**config.mk**
```make
export PLATFORM = sky130hd
export DESIGN_NAME = code_conv_arbiter
export DESIGN_NICKNAME = d
export VERILOG_FILES = /design/src/rtl/code_conv_arbiter.sv
export SDC_FILE = /design/constraint.sdc
export NUM_CORES = 1
export LEC_CHECK = 0
export BUFFER_PORTS_ARGS = -buffer_cell sky130_fd_sc_hd__buf_4
export CORE_ASPECT_RATIO = 1.5
export CORE_MARGIN = 2
export CORE_UTILIZATION = 40
export CTS_BUF_LIST = sky130_fd_sc_hd__clkbuf_2 sky130_fd_sc_hd__clkbuf_4 sky130_fd_sc_hd__clkbuf_8
export CTS_CLUSTER_DIAMETER = 40
export DETAILED_ROUTE_END_ITERATION = 8
export GPL_ROUTABILITY_DRIVEN = 0
export GPL_TIMING_DRIVEN = 0
export PLACE_DENSITY = 0.79
export SYNTH_ARGS = -nofsm -noshare
export SYNTH_HDL_FRONTEND = slang
export SYNTH_SLANG_ARGS = --single-unit
```
**constraint.sdc**
```tcl
create_clock -name clk -period 1.55 [get_ports clk]
set_input_delay 0.31 -clock clk [delete_from_list [all_inputs] [get_ports clk]]
set_output_delay 0.31 -clock clk [all_outputs]
set_load 0.02 [all_outputs]
```
**src/rtl/code_conv_arbiter.sv**
```systemverilog
// Round-robin front end for one shared combinational code converter: grants a
// requester, drives the converter from registers, and returns the result.
module code_conv_arbiter #(
  parameter int NUM_REQ = 4,
  parameter int IDW     = $clog2(NUM_REQ)
) (
  input  logic                 clk,
  input  logic                 rst,
  input  logic [NUM_REQ-1:0]   req,
  input  logic [4*NUM_REQ-1:0] req_code,
  input  logic [2*NUM_REQ-1:0] req_sel,
  output logic [NUM_REQ-1:0]   gnt,
  output logic [3:0]           conv_code_in,
  output logic [1:0]           conv_select,
  input  logic [3:0]           conv_code_out,
  output logic                 rsp_valid,
  input  logic                 rsp_ready,
  output logic [IDW-1:0]       rsp_id,
  output logic [3:0]           rsp_code,
  output logic                 rsp_err,
  output logic [7:0]           done_count,
  output logic [7:0]           err_count
);

  typedef enum logic [1:0] {S_IDLE, S_DRIVE, S_RESP} state_e;

  state_e             state_q, state_d;
  logic [IDW-1:0]     last_q, last_d;
  logic [NUM_REQ-1:0] gnt_q, gnt_d;
  logic [3:0]         conv_code_in_q, conv_code_in_d;
  logic [1:0]         conv_select_q, conv_select_d;
  logic               rsp_valid_q, rsp_valid_d;
  logic [IDW-1:0]     rsp_id_q, rsp_id_d;
  logic [3:0]         rsp_code_q, rsp_code_d;
  logic               rsp_err_q, rsp_err_d;
  logic [7:0]         done_count_q, done_count_d;
  logic [7:0]         err_count_q, err_count_d;

  logic               win_found;
  logic [IDW-1:0]     win_idx;
  logic [NUM_REQ-1:0] win_onehot;
  logic [3:0]         win_code;
  logic [1:0]         win_sel;
  logic               err_now;

  // Two passes give the wrap-around search: indices above last first, then 0..last.
  always_comb begin
    // NOTE: every variable gets a default before any branch, so no latch can be inferred.
    win_found  = 1'b0;
    win_idx    = '0;
    win_onehot = '0;
    win_code   = '0;
    win_sel    = '0;
    for (int i = 0; i < NUM_REQ; i++) begin
      if (!win_found && req[i] && (i > int'(last_q))) begin
        win_found     = 1'b1;
        win_idx       = IDW'(i);
        win_onehot[i] = 1'b1;
        win_code      = req_code[4*i +: 4];
        win_sel       = req_sel[2*i +: 2];
      end
    end
    for (int i = 0; i < NUM_REQ; i++) begin
      if (!win_found && req[i] && (i <= int'(last_q))) begin
        win_found     = 1'b1;
        win_idx       = IDW'(i);
        win_onehot[i] = 1'b1;
        win_code      = req_code[4*i +: 4];
        win_sel       = req_sel[2*i +: 2];
      end
    end
  end

  always_comb begin
    unique case (conv_select_q)
      2'b01:   err_now = (conv_code_in_q > 4'd9);
      2'b11:   err_now = (conv_code_in_q < 4'd3) || (conv_code_in_q > 4'd12);
      default: err_now = 1'b0;
    endcase
  end

  always_comb begin
    state_d        = state_q;
    last_d         = last_q;
    gnt_d          = '0;
    conv_code_in_d = conv_code_in_q;
    conv_select_d  = conv_select_q;
    rsp_valid_d    = rsp_valid_q;
    rsp_id_d       = rsp_id_q;
    rsp_code_d     = rsp_code_q;
    rsp_err_d      = rsp_err_q;
    done_count_d   = done_count_q;
    err_count_d    = err_count_q;
    unique case (state_q)
      S_IDLE: begin
        if (win_found) begin
          state_d        = S_DRIVE;
          last_d         = win_idx;
          gnt_d          = win_onehot;
          conv_code_in_d = win_code;
          conv_select_d  = win_sel;
          rsp_id_d       = win_idx;
        end
      end
      S_DRIVE: begin
        state_d     = S_RESP;
        rsp_code_d  = conv_code_out;
        rsp_err_d   = err_now;
        rsp_valid_d = 1'b1;
      end
      S_RESP: begin
        if (rsp_ready) begin
          state_d      = S_IDLE;
          rsp_valid_d  = 1'b0;
          done_count_d = done_count_q + 8'd1;
          if (rsp_err_q && (err_count_q != 8'hFF)) err_count_d = err_count_q + 8'd1;
        end
      end
      default: state_d = S_IDLE;
    endcase
  end

  always_ff @(posedge clk) begin
    // NOTE: non-blocking assignments so every flop samples pre-edge values.
    if (rst) begin
      state_q        <= S_IDLE;
      last_q         <= IDW'(NUM_REQ - 1);
      gnt_q          <= '0;
      conv_code_in_q <= '0;
      conv_select_q  <= '0;
      rsp_valid_q    <= 1'b0;
      rsp_id_q       <= '0;
      rsp_code_q     <= '0;
      rsp_err_q      <= 1'b0;
      done_count_q   <= '0;
      err_count_q    <= '0;
    end else begin
      state_q        <= state_d;
      last_q         <= last_d;
      gnt_q          <= gnt_d;
      conv_code_in_q <= conv_code_in_d;
      conv_select_q  <= conv_select_d;
      rsp_valid_q    <= rsp_valid_d;
      rsp_id_q       <= rsp_id_d;
      rsp_code_q     <= rsp_code_d;
      rsp_err_q      <= rsp_err_d;
      done_count_q   <= done_count_d;
      err_count_q    <= err_count_d;
    end
  end

  assign gnt          = gnt_q;
  assign conv_code_in = conv_code_in_q;
  assign conv_select  = conv_select_q;
  assign rsp_valid    = rsp_valid_q;
  assign rsp_id       = rsp_id_q;
  assign rsp_code     = rsp_code_q;
  assign rsp_err      = rsp_err_q;
  assign done_count   = done_count_q;
  assign err_count    = err_count_q;

endmodule

```
# After elaboration in Yosys (flattened, before gate mapping)
# Cells that the tools add are included.
# classes
mux	40
eq_ne	7
magnitude_cmp	9
n_bitwise	2
reduce_logical	28
n_addsub	2
# op_table
op	n
$mux 2	15
$mux 4	7
$add 8x1->8 const B	2
$mux 1	15
$logic_and 1x1->1	13
$gt 4x4->1 const B	2
$ne 8x8->1 const B	1
$reduce_and 2->1	4
$logic_not 1->1	6
$pmux 2 s3	1
$eq 2x1->1 const B	2
$eq 2x2->1 const B	2
$gt 2x2->1 const A	2
$le 2x2->1 const A	2
$lt 4x2->1 const B	1
$ne 2x2->1 const B	2
$pmux 1 s2	2
$reduce_and 3->1	1
$reduce_or 3->1	1
$gt 1x2->1 const A	1
$le 1x2->1 const A	1
$logic_not 2->1	1
$not 1->1	2
$reduce_bool 2->1	1
$logic_or 1x1->1	1
# totals
wordCells	99
input_bits	35
regBits	38

# Logic depth before layout (Yosys ltp)
# Gate-level depths: netlist (run 1).
# depth
depth_word	28
mapped_depth	8
ltp_nobuf	6

# Least setup slack after synthesis (run 1)
# Ideal clock, no wire load.
# synth_timing
kind	in2reg
startpoint	in req[3]
endpoint	reg rsp_id_q[1], in the netlist rsp_id[1]
arrival_time_ps	1539
required_ps	1483
setup_ps	67
cell_stages	5
slack_ps	-56
cell_sequence	buf_2 > inv_1 > a311o_4 > or4b_4 > a21oi_2
# synth_between
elab_chain_cells	19
# synth_lines
item	line	rtl
start, declared	9	input logic [NUM_REQ-1:0] req,
$logic_and 1x1->1 (2 in series)	55	if (!win_found && req[i] && (i > int'(last_q))) begin
$mux 1	55	
$logic_not 1->1	64	if (!win_found && req[i] && (i <= int'(last_q))) begin
$logic_and 1x1->1	64	
$mux 1	64	
$logic_not 1->1	64	
$logic_and 1x1->1 (2 in series)	64	
$mux 1	64	
$logic_not 1->1	64	
$logic_and 1x1->1 (2 in series)	64	
$mux 1	64	
$logic_not 1->1	64	
$logic_and 1x1->1 (2 in series)	64	
$mux 1	64	
$reduce_and 2->1 (no source line)	--	
end signal, assigned	144	rsp_id_q <= rsp_id_d;
end, declared	33	logic [IDW-1:0] rsp_id_q, rsp_id_d;
# Several ways; a longest one is shown, not always the timed one.
# A chain may end at the register's enable or synchronous reset.

# Worst setup path after layout (run 1)
# layout_timing
startpoint	reg last_q[0]
endpoint	reg last_q[0]
# layout_between
elab_chain_cells	27
# layout_lines
item	line	rtl
start, declared	28	logic [IDW-1:0] last_q, last_d;
start signal, assigned	127	last_q <= IDW'(NUM_REQ - 1);
start signal, assigned	139	last_q <= last_d;
$gt 1x2->1	55	
$logic_and 1x1->1	55	
$mux 1	55	
$logic_not 1->1	55	
$logic_and 1x1->1 (2 in series)	55	
$mux 1	55	
$logic_not 1->1	55	
$logic_and 1x1->1 (2 in series)	55	
[... 7 more ...]	--	
$mux 1	64	
$logic_not 1->1	64	
$logic_and 1x1->1 (2 in series)	64	
$mux 1	64	
$logic_not 1->1	64	
$logic_and 1x1->1 (2 in series)	64	
$mux 1	64	
$reduce_and 2->1 (no source line)	--	
# Several ways; a longest one is shown, not always the timed one.

==> run summary, run 1 <==
The run finished, with violations left. The checks that failed: negative setup slack. The post-synthesis net count was 283; the number of buffers on the longest clock path was 2.

The total placed cells including tap cells came out at 378. Most common library cell in the layout ignoring fill and taps: sky130_fd_sc_hd__buf_4. In this design, the largest share of critical-path delay is due to compound AO/OA/AOI/OAI gates. Summed over all layers, the global routing overflow is 0. Buffers inserted to repair hold after CTS numbered 0.

Of all nets on the critical path, the largest fanout is 8. At the end of the flow, the number of nets in the layout was 360. The run gives 2 as the H-tree depth. The share of the Yosys chip area taken by registers is 38.4%. The maximum achievable frequency is 638 MHz, and the worst IR drop on VDD is 0.482 mV.

The number of enable flip-flop cells after synthesis was 0; the total number of clock tree sinks was 38. The post-place setup slack came out at -0.461 ns. The via count of the first global-routing pass is 1857. Among all stages on the critical path, the largest delay is contributed by sky130_fd_sc_hd__dfxtp_4. TritonCTS built the clock tree. Entering global routing, the biggest net connects 13 pins.

The number of failing hold endpoints at the final stage is 0, and the share of async-settable or async-resettable flops after synthesis is 0%. The logs give 2046 for the routed via count and 5540 sq um for the floorplan die area. In this run the worst hold path is classified as in -> reg.

Setup repair after global routing could not meet its margin everywhere. The number of endpoints failing setup at the final stage came out at 1. Number of nets with antenna violations after detailed routing: 0. After detailed routing, the average wire length per cell comes to 14.0 um. The synthesized design contains 38 register bits. The fraction of the cycle the final worst path needs came out at 101%. The tools report the clock root buffer as sky130_fd_sc_hd__clkbuf_8.

The logs give 0 for the initial antenna violation count and 0.0109 ns for the final clock skew. Cells fill 60.8% of the core in the end. The first global-routing pass estimated 8360 um of wire. The shortest period the worst path allows works out to 1.57 ns. The design draws 2.87 mW. Summed over all layers, the routed wires come to 5480 um. The area growth from synthesis to layout is 47.6%.

At the worst endpoint, the required time is 1.74 ns. The total area inside the core boundary comes to 4810 sq um. The combined buffer and inverter count along the critical path came out at 0. The number of synthesis warnings was 0; the antenna diode count was 0. The total global routing track utilization was 19.6%. The logs give 4 for the length of the first detailed-routing pass in iterations and 41.2% for the initial core utilization. STA classifies the critical path startpoint as a flip-flop. The count of maximum capacitance violations was 0. The post-synth design cell area was 1980 sq um; the setup slack after layout was -0.0170 ns. The relative slew slack is 69.1%, and the peak per-stage delay on the critical path is 0.38 ns. In this run, the number of DRC markers left after iteration 0 of detailed routing was 115.

The run gives 390 as the number of standard cells in the layout, taps in and fillers out. The tools report the static leakage as 1.22 nW. The slew at the pin with the worst max-slew slack works out to 0.463 ns. The critical path goes through nand2b_4 > a22oi_2 > or3b_4 > nand3_2 > a221o_1. Insertion delay to the later sink of the worst-skew pair: 0.30 ns.

The logs give 0 for the count of final max-slew check failures and 31 for the site row count. The count of port buffers added during placement is 66, and the width of the die is 61.5 um. Vertical die dimension: 90.2 um. The top cell types in the final layout, fill and taps aside, are sky130_fd_sc_hd__buf_4, sky130_fd_sc_hd__dfxtp_1, sky130_fd_sc_hd__nor2_1. The post-CTS clock slew at the launch and capture registers of the worst setup and hold paths was 0.08 ns; the total half-perimeter wirelength after legalization and detailed placement was 4140 um.

Type of the worst setup path: reg -> reg. Via count normalized by instance count: 5.25. The tools report the capturing element type of the critical path as a flip-flop. Buffers inserted during clock tree synthesis total 5. The average instance area after synthesis was 8.05 sq um. The power density over the cells is 984 nW/um^2. The netlist uses 47 different library cells.

The post-route netlist has 38.9% of its cells at a drive strength greater than 1. In the routed design, unresolved DRC markers number 0. The arrival time of data at the critical path endpoint came out at 1.76 ns. The most used flip-flop cell after synthesis was sky130_fd_sc_hd__dfxtp_1. The cell count after synthesis was 246. During I/O placement, the number of pins put on the boundary was 69.
## cell usage after synthesis (2+ instances only)
cell | n | area [sq um]
sky130_fd_sc_hd__dfxtp_1 | 38 | 761
sky130_fd_sc_hd__nor2_1 | 30 | 113
sky130_fd_sc_hd__nor3_1 | 5 | 25.0
sky130_fd_sc_hd__nor4_1 | 6 | 37.5
sky130_fd_sc_hd__ha_1 | 2 | 25.0
sky130_fd_sc_hd__clkbuf_1 | 8 | 30.0
sky130_fd_sc_hd__nor3b_1 | 7 | 52.6
sky130_fd_sc_hd__and4_1 | 3 | 26.3
sky130_fd_sc_hd__nand2b_1 | 4 | 25.0
sky130_fd_sc_hd__xor2_1 | 7 | 61.3
sky130_fd_sc_hd__inv_1 | 6 | 22.5
sky130_fd_sc_hd__mux2i_1 | 2 | 20.0
sky130_fd_sc_hd__or2b_1 | 2 | 15.0
sky130_fd_sc_hd__o21ai_0 | 12 | 60.1
sky130_fd_sc_hd__xnor2_1 | 6 | 52.6
sky130_fd_sc_hd__nand3_1 | 20 | 100
sky130_fd_sc_hd__o21ai_1 | 4 | 20.0
sky130_fd_sc_hd__buf_2 | 3 | 15.0
sky130_fd_sc_hd__a22o_1 | 6 | 52.6
sky130_fd_sc_hd__nand2_1 | 23 | 86.3
sky130_fd_sc_hd__nor2b_1 | 2 | 12.5
sky130_fd_sc_hd__a22oi_1 | 7 | 52.6
sky130_fd_sc_hd__nand4_1 | 2 | 12.5
sky130_fd_sc_hd__a21oi_1 | 18 | 90.1
## kinds of logic (layout without fill, tap and decap cells)
kind of cell               after synthesis  in the layout  synth area share [%]
muxes                                    2              2                  1.01
DFF                                     38             38                  38.4
AOI/OAI and AO/OA                       57             57                  18.8
buffers and inverters                   19             97                  4.04
and+or+nand+nor                        115            115                  30.7
xor gates and xnor gates                13             13                  5.75
adders and majority gates                2              2                  1.26
## routing by layer
metal  vias to the layer above  wire [um]  global-route usage, %
met3                        12        246                   2.88
li1                       1036          -                      -
met2                        71       2940                   34.7
met4                         0        178                   9.93
met1                       927       2120                   21.4
met5                         -          0                      0
## worst register-to-register path: cells and delay by family (launching register included)
| family | cells | cell delay [ns] |
|---|---|---|
| AND/OR/NAND/NOR | 3 | 0.49 |
| AO/OA/AOI/OAI | 2 | 0.59 |
| flip-flops | 1 | 0.38 |
## where the power goes
group / internal (mW) / leakage [nW] / total (mW) / switching (mW)
registers: 1.05 / 0.312 / 1.12 / 0.0695
logic: 0.340 / 0.834 / 0.721 / 0.381
clock network: 0.686 / 0.0714 / 1.04 / 0.352
## repair_timing
action	CTS	global route
buffers inserted	1	8
endpoints found under the setup margin	13	14
pin swaps	10	15
gates resized for setup	17	27
## stage by stage
stage	area, sq um	hold WS [ns]	TNS (ns)
detailed placement	2560	0.448	-3.43
global placement	2560	0.443	-2.51
global route	2920	0.263	-0.202
CTS	2770	0.256	-0.0142
finish	2920	0.257	-0.0170
floorplan	1980	0.446	0
## state kept, by name (all words and copies together) (netlist names)
signal	cells
rsp_valid	1
conv_code_in	4
rsp_code	4
err_count	8
conv_select	2
last_q	2
rsp_id	2
rsp_err	1
state_q	2
done_count	8
gnt	4
## layout make-up
class | count | area, sq um
clock inverters | 2 | 60.1
clock buffers | 6 | 82.6
fillers | 456 | 1890
well taps | 66 | 82.6
multi-input cells | 189 | 1290
plain buffers | 8 | 45.0
repair buffers | 75 | 564
flip-flops and latches | 38 | 773
inverters | 6 | 22.5
## final timing paths
check	start	endpoint	slack (ns)	depth (start not counted)
setup / recovery	last_q[0]$_SDFFE_PP1P_	last_q[0]$_SDFFE_PP1P_	-0.02	5
setup reg to reg	last_q[0]$_SDFFE_PP1P_	last_q[0]$_SDFFE_PP1P_	-0.02	5
hold reg to reg	rsp_code[0]$_SDFFE_PP0P_	rsp_code[0]$_SDFFE_PP0P_	0.46	2
hold / removal	conv_code_out[0]	rsp_code[0]$_SDFFE_PP0P_	0.26	3
(Power assumes the default switching activity.)
==> run 2, diff against run 1 <==
--- a/config.mk
+++ b/config.mk
@@ -15,6 +15,7 @@
 export GPL_ROUTABILITY_DRIVEN = 0
 export GPL_TIMING_DRIVEN = 0
 export PLACE_DENSITY = 0.79
+export RECOVER_POWER = 100
 export SYNTH_ARGS = -nofsm -noshare
 export SYNTH_HDL_FRONTEND = slang
 export SYNTH_SLANG_ARGS = --single-unit
==> run 2 against run 1 <==
Net effect: the flow still finishes with violations (negative setup slack); highest routed layer unchanged; first-iteration DRC count fell by 16%; sequential share of layout area up 1.1 points; final cell count unchanged; via count rose by 0.29%; flip-flop and latch count stayed put; sequential power about the same; largest cell class unchanged.
==> run summary, run 2 (synthesis results as in run 1) <==
The flow ran to the end, but the final reports show violations. The checks that failed: negative setup slack. The run gives 97 as the number of DRC markers after the initial detailed-route iteration. The static leakage came out at 1.08 nW. Between clock sinks in the finished design, the worst skew comes to 0.0109 ns. The count of maximum capacitance violations was 0. The tools report the capturing element type of the critical path as a flip-flop. The slowest stage of the critical path is the sky130_fd_sc_hd__dfxtp_4 cell. The library cells used most frequently in the layout, excluding fill and tap cells, are sky130_fd_sc_hd__buf_4, sky130_fd_sc_hd__clkbuf_1, sky130_fd_sc_hd__dfxtp_1. The worst path uses 101% of the clock period.

The remaining design rule violation count was 0. TritonCTS built the clock tree. STA classifies the critical path startpoint as a flip-flop.

The mean routed wirelength per cell came out at 14.1 um. The count of nets left with antenna violations once routing finished came out at 0. The worst pin sits at a relative slew slack of 69.1%. Clock root buffer: sky130_fd_sc_hd__clkbuf_8. The total half-perimeter wirelength after legalization and detailed placement is 4140 um, and the post-CTS clock slew at the launch and capture registers of the worst setup and hold paths is 0.08 ns. For this run, the slowest stage of the critical path takes 0.38 ns. The tools report the worst IR drop on VDD as 0.473 mV. The library cell used most frequently in the layout, excluding fill and tap cells, is sky130_fd_sc_hd__buf_4.

For this run, the total global-route usage over all layers was measured as 19.6%. The smallest clock period supported by the final layout is computed as 1.57 ns. The tools report the top-level I/O count as 69. The die is 61.5 um wide.

Before antenna repair, the detailed router went through 4 iterations. Once layout is done, the placed cells without fillers occupy 2800 sq um. Dividing the detail-routed via count by the number of cells gives 5.26. For the number of endpoints failing setup at the final stage, the log shows 1. Measured along the y axis, the die boundary spans 90.2 um. Count of port buffers added during placement: 66. The hold path depth is 3.

The floorplan step defined a core boundary enclosing 4810 sq um. The layout overhead on the synthesized area was 41.3%. The logs give 0 for the number of failing hold endpoints at the final stage and 1.74 ns for the critical path required time. For the maximum achievable frequency, the log shows 638 MHz. Setup repair after global routing could not meet its margin everywhere. Buffers inserted during clock tree synthesis total 5. The top fanout value on the critical path was 8; the antenna diode count was 0.

The run gives 0.30 ns as the insertion delay to the later sink of the worst-skew pair. The post-route worst hold slack was 0.258 ns; the slew at the pin with the worst max-slew slack was 0.463 ns. Number of cell instances on the worst register-to-register path: 5. The arrival time of data at the critical path endpoint is 1.76 ns, and the total number of clock tree sinks is 38. Power density over the cells: 1010 nW/um^2. For the via count of the first global-routing pass, the log shows 1857. Summing all placed instances gives a cell area of 2560 sq um. The initial core utilization was 41.2%. In the final layout, the share of cells above drive strength 1 is 28.1%.

The initial antenna violation count was 0; the number of nets in the finished design was 360. The logs give 8360 um for the global-route wire length before repair and 2 for the number of buffers on the longest clock path. For the residual overflow from global routing, the log shows 0. The run gives 31 as the site row count. The setup slack after layout was -0.0164 ns.

The run gives 0 as the count of final max-slew check failures. The die covers 5540 sq um. Traced cell by cell, the critical path runs through nand2b_4 > a22oi_2 > or3b_4 > nand3_2 > a221o_1. The H-tree was split into 2 levels. The tools report the routed via count as 2052. Type of the worst setup path: reg -> reg. The worst hold path belongs to the class in -> reg. The pin count of the biggest net entering global routing is 13, and the routed wire length is 5510 um.
## run 2: worst paths after layout
path / startpoint / endpoint / slack [ns]
max: last_q[0]$_SDFFE_PP1P_ / last_q[0]$_SDFFE_PP1P_ / -0.02
min: conv_code_out[0] / rsp_code[0]$_SDFFE_PP0P_ / 0.26
max reg2reg: last_q[0]$_SDFFE_PP1P_ / last_q[0]$_SDFFE_PP1P_ / -0.02
min reg2reg: rsp_code[0]$_SDFFE_PP0P_ / rsp_code[0]$_SDFFE_PP0P_ / 0.45
## run 2: metrics by stage
stage	power (mW)	setup TNS [ns]	std cells	worst slack, ns	utilization, %
finish	2.83	-0.0164	390	-0.0164	58.2
detailed placement	1.73	-3.43	378	-0.461	53.3
floorplan	1.48	0	246	0.0145	-
global route	2.97	-0.249	390	-0.0628	58.2
CTS	2.80	-0.0142	384	-0.0142	57.5
global placement	1.71	-2.51	378	-0.327	53.3
## run 2: timing repair
action,in CTS,in global routing
pin swaps,10,15
endpoints found under the setup margin,13,14
resized for setup,17,27
hold buffers,0,0
setup buffers,1,8
## run 2: metal layers
layer	GRT usage, %	up-vias	wire (um)
met5	0	-	0
met4	9.93	0	178
met3	2.88	12	274
met2	34.7	72	2930
met1	21.4	931	2130
li1	-	1037	-
## run 2: cell type report
cell class / count / area, sq um
clock buffers: 6 / 82.6
inverters: 6 / 22.5
fillers: 493 / 2010
well taps: 66 / 82.6
multi-input cells: 189 / 1290
plain buffers: 8 / 45.0
repair buffers: 75 / 444
flip-flops and latches: 38 / 771
clock inverters: 2 / 60.1
## run 2: power breakdown
part	total, mW	internal, mW	switching (mW)
Sequential	1.11	1.05	0.0679
Combinational	0.681	0.299	0.382
Clock	1.04	0.686	0.350
Total	2.83	2.03	0.800
## run 2: critical path: cells and delay by family, from the launching register on
family / cells / cell delay (ns)
AO/OA/AOI/OAI: 2 / 0.59
flip-flops: 1 / 0.38
AND/OR/NAND/NOR: 3 / 0.49
==> run 3, diff against run 2 <==
--- a/config.mk
+++ b/config.mk
@@ -8,13 +8,13 @@
 export BUFFER_PORTS_ARGS = -buffer_cell sky130_fd_sc_hd__buf_4
 export CORE_ASPECT_RATIO = 1.5
 export CORE_MARGIN = 2
-export CORE_UTILIZATION = 40
+export CORE_UTILIZATION = 45
 export CTS_BUF_LIST = sky130_fd_sc_hd__clkbuf_2 sky130_fd_sc_hd__clkbuf_4 sky130_fd_sc_hd__clkbuf_8
 export CTS_CLUSTER_DIAMETER = 40
 export DETAILED_ROUTE_END_ITERATION = 8
 export GPL_ROUTABILITY_DRIVEN = 0
 export GPL_TIMING_DRIVEN = 0
-export PLACE_DENSITY = 0.79
+export PLACE_DENSITY = 0.86
 export RECOVER_POWER = 100
 export SYNTH_ARGS = -nofsm -noshare
 export SYNTH_HDL_FRONTEND = slang
==> run 3 against run 2 <==
Net effect: the run still ends with negative setup slack left; die area fell by 11%; first-iteration DRC count fell by 22%; design area rose by 0.22%; register-to-register slack barely moved; count of clock-buffer cells in the layout did not move; critical path depth rose by 1; sequential share of layout area fell by 0.11 points; critical path type unchanged; critical endpoint unchanged; largest cell class unchanged; largest power group unchanged.
==> run summary, run 3 (synthesis results as in run 1) <==
The first global-routing pass estimated 8300 um of wire. The total number of clock tree sinks is 38, and the maximum achievable frequency is 639 MHz. The layout overhead on the synthesized area works out to 41.6%. The shortest period the worst path allows was 1.56 ns. The final reports fail on negative setup slack. The total global routing track utilization is 21.2%, and the power density over the cells is 1010 nW/um^2. The floorplan step defined a die boundary enclosing 4960 sq um. The first detailed-routing pass took 6 iterations.

The fraction of layout cells with a size suffix above 1 is 31.5%. The worst hold path belongs to the class in -> reg. Entering global routing, the biggest net connects 13 pins.

0 antenna diodes ended up in the layout. The number of endpoints failing setup at the final stage was 1. The clock arrives with 0.00938 ns of skew. met2 is the most crowded layer. The worst setup path is captured at a flip-flop. In this run, the number of DRC markers left after iteration 0 of detailed routing was 76. In the global route stage, met3 resource usage came out at 5.03%.

Prior to clock tree synthesis, the placed netlist has a worst setup slack of -0.358 ns. The run finished, with violations left. The tree is rooted in a sky130_fd_sc_hd__clkbuf_8. For the count of final max-slew check failures, the log shows 0.

The via count of the first global-routing pass was 1957. The share of total power dissipated in sequential elements is 39.5%. Hold is met by 0.262 ns. The run gives 68.9% as the relative slew slack.

In this run, the clock network consumes 36.4% of the power. In the routed layout, each cell is associated on average with a via count of 5.63. After the last flow step, the layout net total stands at 360. Of the total power, combinational logic draws 24.1%. The count of maximum capacitance violations was 0; the arrival time of data at the critical path endpoint was 1.75 ns. Clock latency on the worst-skew pair, taken at its later pin, is 0.29 ns.

The worst setup path is launched from a flip-flop. The setup slack after layout came out at -0.0146 ns. The run gives 22.2% as the global-route track usage on met1.

VDD sags by at most 0.766 mV. The total overflow left after global routing is 0. Summed over all layers, the routed wires come to 5400 um. Setup repair after global routing could not meet its margin everywhere.

The static leakage is 1.13 nW, and the top-level I/O count is 69. From left edge to right edge, the die measures 58.2 um. The site row count came out at 29. Of the total power, the share spent switching nets is 28.1%.

For the pin with the worst max-slew slack, the measured transition is 0.467 ns. Number of failing hold endpoints at the final stage: 0. The worst setup path is of the reg -> reg kind.

After detailed routing, the number of remaining DRC violations is 0. Counting along the longest clock path gives a buffer depth of 2. Once layout is complete, the cells apart from fillers number 370. For the initial antenna violation count, the log shows 0. The tools report the H-tree depth as 2. For the critical path required time, the log shows 1.74 ns.

Most common library cell in the layout ignoring fill and taps: sky130_fd_sc_hd__buf_4. Post-CTS clock slew at the launch and capture registers of the worst setup and hold paths: 0.08 ns. Leaving out fill and tap cells, the most frequent cells in the layout are sky130_fd_sc_hd__buf_4, sky130_fd_sc_hd__dfxtp_1, sky130_fd_sc_hd__nor2_1.

The core box area was 4250 sq um; the total half-perimeter wirelength after legalization and detailed placement was 3910 um. Hold repair after CTS inserted 0 buffers. After layout, the design draws a total of 2.83 mW. For this run, global-route usage on met2 was measured as 37.9%.

Once detail routing completed, the nets flagged for antenna violations numbered 0. Summed over all nets, the switching power comes to 795 uW. Of all nets on the critical path, the largest fanout is 9.

Initial core utilization: 46.7%. Including well taps, the total number of placed cells is 358. Internal power comes to 2.03 mW. The count of port buffers added during placement was 66; the vertical die dimension was 85.3 um.

TritonCTS built the clock tree. The routed via count was 2084. The fraction of the cycle the final worst path needs was 101%. In the final routed layout, each cell accounts on average for 14.6 um. The number of buffers added by the clock tree synthesis step came out at 5.

The run gives -0.01 ns as the register-to-register setup slack.
==> run 3: worst max-delay path, cell delays in order (launching register included) <==
cell and delay [ns]:
sky130_fd_sc_hd__dfxtp_4 0.39, sky130_fd_sc_hd__nor2b_1 0.13, sky130_fd_sc_hd__clkbuf_2 0.24, sky130_fd_sc_hd__o221ai_1 0.17
sky130_fd_sc_hd__nand2_1 0.13, sky130_fd_sc_hd__nand3_2 0.09, sky130_fd_sc_hd__a221o_1 0.32
==> run 3: through the flow <==
step / utilization [%] / setup TNS, ns / cell area [sq um]
floorplan: - / 0 / 1980
global placement: 59.7 / -2.52 / 2540
detailed placement: 59.7 / -2.64 / 2540
CTS: 64.7 / 0 / 2750
global route: 66.1 / -0.238 / 2810
finish: 66.1 / -0.0146 / 2810
==> run 3: power groups by stage <==
stage | combinational (mW) | clock [mW] | sequential (mW)
global route | 0.732 | 1.09 | 1.13
global placement | 0.585 | 0 | 1.12
CTS | 0.634 | 1.04 | 1.11
floorplan | 0.313 | 0 | 1.17
detailed placement | 0.596 | 0 | 1.12
finish | 0.680 | 1.03 | 1.12
==> run 3: final timing paths <==
check / startpoint / end / cells past startpoint
max: last_q[0]$_SDFFE_PP1P_ / last_q[0]$_SDFFE_PP1P_ / 6
min: conv_code_out[1] / rsp_code[1]$_SDFFE_PP0P_ / 3
max reg2reg: last_q[0]$_SDFFE_PP1P_ / last_q[0]$_SDFFE_PP1P_ / 6
min reg2reg: rsp_code[2]$_SDFFE_PP0P_ / rsp_code[2]$_SDFFE_PP0P_ / 2
==> run 3: layer usage <==
metal	wire, um	vias up	part of all wire (%)
li1	-	1033	-
met1	1950	954	36
met2	3020	84	56
met3	298	13	5.5
met4	128	0	2.4
met5	0	-	0
==> run 3: what timing repair did <==
action / CTS / global route
pin swaps: 6 / 8
resized for setup: 14 / 34
buffers inserted: 2 / 6
setup endpoints to repair: 11 / 12
==> run 3: cell type report <==
class | count | area [sq um]
Fill cell | 337 | 1440
Multi-Input combinational cell | 189 | 1260
Sequential cell | 38 | 769
Timing Repair Buffer | 74 | 493
Clock buffer | 6 | 82.6
Clock inverter | 2 | 60.1
Tap cell | 46 | 57.6
Buffer | 9 | 56.3
Inverter | 6 | 22.5
